`src/rtl/barrel_shift_sequencer.sv`:
```
// Sequencer for an external combinational barrel shifter: captures a pattern,
// steps the shift amount every TICK_DIV cycles and registers each result.
`timescale 1ns/1ps
module barrel_shift_sequencer #(
    parameter int WIDTH    = 16,
    parameter int SHW      = 5,
    parameter int TICK_DIV = 50000000
) (
    input  logic             clk,
    input  logic             rst_n,
    input  logic             start,
    input  logic             stop,
    input  logic [1:0]       mode,
    input  logic [WIDTH-1:0] pattern_in,
    input  logic [WIDTH-1:0] shifter_result,
    output logic [WIDTH-1:0] pattern_out,
    output logic [SHW-1:0]   shift_out,
    output logic [WIDTH-1:0] result_out,
    output logic             step_valid,
    output logic             busy,
    output logic             done
);
    localparam int CW = (TICK_DIV > 1) ? $clog2(TICK_DIV) : 1;
    localparam logic [CW-1:0]  TICK_LAST = CW'(TICK_DIV - 1);
    localparam logic [SHW-1:0] SHIFT_MAX = SHW'(WIDTH - 1);

    typedef enum logic [1:0] {IDLE, RUN, DONE} state_t;

    state_t           state_reg;
    logic [1:0]       mode_reg;
    logic             dir_down_reg;
    logic [CW-1:0]    tick_cnt_reg;
    logic [WIDTH-1:0] pattern_reg;
    logic [SHW-1:0]   shift_reg;
    logic [WIDTH-1:0] result_reg;
    logic             step_valid_reg;
    logic             busy_reg;
    logic             done_reg;

    logic [SHW-1:0]   shift_next;
    logic             dir_down_next;
    logic             last_capture;
    logic             tick_hit;

    assign tick_hit = (tick_cnt_reg == TICK_LAST);

    // Shift amount that follows the current one; one-shot modes flag their endpoint instead.
    always_comb begin
        shift_next    = shift_reg;
        dir_down_next = dir_down_reg;
        last_capture  = 1'b0;
        case (mode_reg)
            2'b00: begin
                if (shift_reg == SHIFT_MAX) last_capture = 1'b1;
                else                        shift_next   = shift_reg + SHW'(1);
            end
            2'b01: begin
                if (shift_reg == '0) last_capture = 1'b1;
                else                 shift_next   = shift_reg - SHW'(1);
            end
            2'b10: begin
                if (!dir_down_reg) begin
                    if (shift_reg == SHIFT_MAX) begin
                        dir_down_next = 1'b1;
                        shift_next    = shift_reg - SHW'(1);
                    end else begin
                        shift_next    = shift_reg + SHW'(1);
                    end
                end else begin
                    if (shift_reg == '0) begin
                        dir_down_next = 1'b0;
                        shift_next    = shift_reg + SHW'(1);
                    end else begin
                        shift_next    = shift_reg - SHW'(1);
                    end
                end
            end
            default: shift_next = (shift_reg == SHIFT_MAX) ? '0 : shift_reg + SHW'(1);
        endcase
    end

    always_ff @(posedge clk or negedge rst_n) begin
        if (!rst_n) begin
            state_reg      <= IDLE;
            mode_reg       <= 2'b00;
            dir_down_reg   <= 1'b0;
            tick_cnt_reg   <= '0;
            pattern_reg    <= '0;
            shift_reg      <= '0;
            result_reg     <= '0;
            step_valid_reg <= 1'b0;
            busy_reg       <= 1'b0;
            done_reg       <= 1'b0;
        end else begin
            step_valid_reg <= 1'b0;
            done_reg       <= 1'b0;
            case (state_reg)
                IDLE: begin
                    if (start && !stop) begin
                        pattern_reg  <= pattern_in;
                        mode_reg     <= mode;
                        shift_reg    <= (mode == 2'b01) ? SHIFT_MAX : '0;
                        tick_cnt_reg <= '0;
                        dir_down_reg <= 1'b0;
                        busy_reg     <= 1'b1;
                        state_reg    <= RUN;
                    end
                end
                RUN: begin
                    // An abort beats a tick landing on the same edge.
                    if (stop) begin
                        busy_reg  <= 1'b0;
                        state_reg <= IDLE;
                    end else if (tick_hit) begin
                        tick_cnt_reg   <= '0;
                        result_reg     <= shifter_result;
                        step_valid_reg <= 1'b1;
                        shift_reg      <= shift_next;
                        dir_down_reg   <= dir_down_next;
                        if (last_capture) begin
                            done_reg  <= 1'b1;
                            busy_reg  <= 1'b0;
                            state_reg <= DONE;
                        end
                    end else begin
                        tick_cnt_reg <= tick_cnt_reg + CW'(1);
                    end
                end
                DONE: state_reg <= IDLE;
                default: state_reg <= IDLE;
            endcase
        end
    end

    assign pattern_out = pattern_reg;
    assign shift_out   = shift_reg;
    assign result_out  = result_reg;
    assign step_valid  = step_valid_reg;
    assign busy        = busy_reg;
    assign done        = done_reg;
endmodule

```
`config.mk`:
```
export PLATFORM = sky130hd
export DESIGN_NAME = barrel_shift_sequencer
export DESIGN_NICKNAME = d
export VERILOG_FILES = /design/src/rtl/barrel_shift_sequencer.sv
export SDC_FILE = /design/constraint.sdc
export NUM_CORES = 1
export LEC_CHECK = 0
export BUFFER_PORTS_ARGS = -buffer_cell sky130_fd_sc_hd__buf_4
export CORE_UTILIZATION = 35
export CTS_CLUSTER_DIAMETER = 120
export DETAILED_ROUTE_END_ITERATION = 8
export MAX_ROUTING_LAYER = met4
export SETUP_SLACK_MARGIN = 0.3
export SYNTH_ARGS = -nofsm -noshare
export SYNTH_HDL_FRONTEND = slang
export SYNTH_SLANG_ARGS = --single-unit
```
`constraint.sdc`:
```
create_clock -name clk -period 5.43 [get_ports clk]
set_input_delay 0.2715 -clock clk [delete_from_list [all_inputs] [get_ports clk]]
set_output_delay 0.2715 -clock clk [all_outputs]
set_load 0.02 [all_outputs]
```
==> impl_metrics.json <==
{
  "cts_setup_buffers": 0,
  "synth_top_area_frac": 0.499,
  "max_slew_margin": 0.334,
  "finalMaxSlewViolations": 0,
  "worstSetupStartpointType": "register",
  "cts_sinks": 71,
  "die_height_um": 103,
  "setup_viol": 0,
  "cts_tree": "yes",
  "htreeDepth": 3,
  "first_pass_iters": 4,
  "crit_type": "reg -> reg",
  "fmax_ghz": 0.368,
  "cts-hold-fix-buffers": 0,
  "fin_tns_setup_ns": 0,
  "critPathTopFamily": "simple AND/OR/NAND/NOR gates",
  "syn_to_final_growth_pct": 24.0,
  "first_global_vias": 2764,
  "async_flop_share": 1.00,
  "wl_per_cell_um": 14.1,
  "dpl.hpwl_um": 5460,
  "die_area_mm2": 0.0106,
  "root_buffer": "clkbuf_8",
  "power.density_mw_per_mm2": 302,
  "ys_types": 56,
  "cts_buffer_depth": 2,
  "drive_above_1_share": 0.326,
  "fin_area_mm2": 0.00442,
  "synth_flop_cell": "dfrtp_1",
  "antenna_cells": 0,
  "drt_iter0_markers": 149,
  "track_usage": 0.162,
  "cts_buffers": 9,
  "synth_area_leaders": "dfrtp_1 50%, mux2_2 10%, xnor2_1 4.4%",
  "synth_seq_cells": 71,
  "finClkSkew_ns": 0.0155,
  "min_period_over_period": 0.501,
  "wirelength_um": 7730,
  "largest_register_ffs": 26,
  "synth_seq_area_share": 0.499,
  "hold_violations": 0,
  "critPathRequiredTime_ns": 5.66,
  "whs_ns": 0.0597,
  "antenna_found_initial": 0,
  "ys_warn_count": 0,
  "status": "completed",
  "period_needed_ns": 2.72,
  "grt_pass1_wl_um": 12900,
  "gr-total-overflow": 0,
  "io_pins": 78,
  "min_path_type": "in -> async",
  "cts_resized": 0,
  "critPathMaxFanout": 12,
  "fp.dieW_um": 103,
  "nets": 456,
  "ant_nets": 0,
  "maxCapViolations": 0,
  "vdd_drop_max_v": 0.000141,
  "critPathArrivalTime_ns": 2.95,
  "crit_path_end_kind": "register",
  "num_rows": 36,
  "critPathSlowestCell": "or4b_1",
  "syn_area_mm2": 0.00356,
  "place_area_mm2": 0.00422,
  "rsz0062_at_grt": "false",
  "synth_nets": 382,
  "synth_edf_count": 0,
  "cpMostUsedCell": "nor2_1",
  "routabilityCongestion": 0.797,
  "drc": 0,
  "critPathBufInv": 1,
  "grt_max_degree": 72,
  "leakagePower_nw": 2.00,
  "syn_area_per_cell_um2": 10.5,
  "fillerInstances": 996,
  "synth_top_area_cell": "dfrtp_1",
  "vias_per_cell": 5.06,
  "core_mm2": 0.00982,
  "clkSlewWorstSetupHoldPaths_ns": 0.08,
  "syn_inst": 339,
  "place.port_buffers": 77,
  "vias": 2784,
  "path_cells": "or4b_1 -> or4_4 -> o21a_1 -> nor2_1 -> buf_4 -> nor2_1",
  "critical-path-max-stage-delay_ns": 0.52,
  "tightest_slew_ns": 0.997,
  "clk_latency_ns": 0.35,
  "start_util": 0.363
}
-- cells in the mapped netlist (3+ instances only) --
library cell,n
dfrtp_1,71
nor2_1,33
mux2_2,32
nand2_1,22
xnor2_1,18
nand3_1,15
inv_1,14
nor3_1,12
o21ai_0,12
a21oi_1,10
clkbuf_1,9
and3_1,8
nor4_1,8
nand4_1,6
ha_1,5
or3_1,5
nor2b_1,4
clkbuf_8,3
nand2b_1,3
o22a_1,3
or4_1,3
xor2_1,3
-- cells by family (layout without fill, tap and decap cells) --
kind of cell             after synthesis  in the layout  synth area share
buffers and inverters                 29            107            0.0418
AO/OA/AOI/OAI                         45             45            0.0846
XOR/XNOR                              21             21            0.0516
AND/OR/NAND/NOR                      135            135             0.202
multiplexers                          33             33             0.104
adder cells (fa/ha/maj)                5              5            0.0176
flip-flops                            71             71             0.499
-- power breakdown --
| part | total, W | leakage (nW) | switching (W) | internal, W |
|---|---|---|---|---|
| clock network | 0.000420 | 0.0944 | 0.000198 | 0.000222 |
| registers | 0.000627 | 0.932 | 0.0000503 | 0.000576 |
| logic | 0.000286 | 0.976 | 0.000152 | 0.000135 |
| total | 0.00133 | 2.00 | 0.000400 | 0.000933 |
-- worst paths after layout --
| kind | from | to | slack, ns | cells after the start |
|---|---|---|---|---|
| worst max-delay path | tick_cnt_reg[16] | tick_cnt_reg[7] | 2.71 | 6 |
| worst min-delay path | rst_n | tick_cnt_reg[16] | 0.06 | 1 |
| worst max register to register | tick_cnt_reg[16] | tick_cnt_reg[7] | 2.71 | 6 |
| worst min register to register | busy | busy | 0.50 | 1 |
| max in group asynchronous | rst_n | pattern_out[10] | 4.81 | 1 |
| min in group clk | mode[1] | mode_reg[1] | 0.13 | 3 |
-- final cells by class --
cell class	instances	area [µm²]	share of cell area
inverters	14	52.6	0.0119
repair buffers	78	586	0.133
well taps	133	166	0.0377
clock buffers	10	138	0.0312
multi-input cells	239	1640	0.371
flip-flops and latches	71	1780	0.402
clock inverters	5	58.8	0.0133
-- through the flow --
stage          utilization  std cells  total power, W  setup WS, ns
4_1_cts              0.450        550         0.00135          2.70
6_report             0.450        550         0.00133          2.71
5_1_grt              0.450        550         0.00141          2.53
3_3_place_gp         0.430        535        0.000920          2.79
3_5_place_dp         0.430        535        0.000926          2.74
2_1_floorplan            -        339        0.000808          3.12
-- cell usage in the layout (no fill, tap or decap), types with 5 or more instances in the layout --
cell type  count
nor2_1        32
buf_4         78
ha_1           5
clkbuf_8      10
nor3_1        12
o21ai_0       12
mux2_2        32
or3_1          5
xnor2_1       18
and3_1         8
dfrtp_1       71
nand3_1       15
nor4_1         8
a21oi_1       10
inv_1         14
nand2_1       22
nand4_1        6
-- per-layer routing --
| layer | routed length (µm) | vias to the layer above | global-route usage |
|---|---|---|---|
| met5 | 0 | - | - |
| met4 | 90 | 0 | 0.0498 |
| met3 | 321 | 10 | 0.0380 |
| met2 | 3710 | 68 | 0.255 |
| met1 | 3610 | 1356 | 0.206 |
| li1 | - | 1350 | - |
Note: power is estimated with default switching activity, not from simulation.
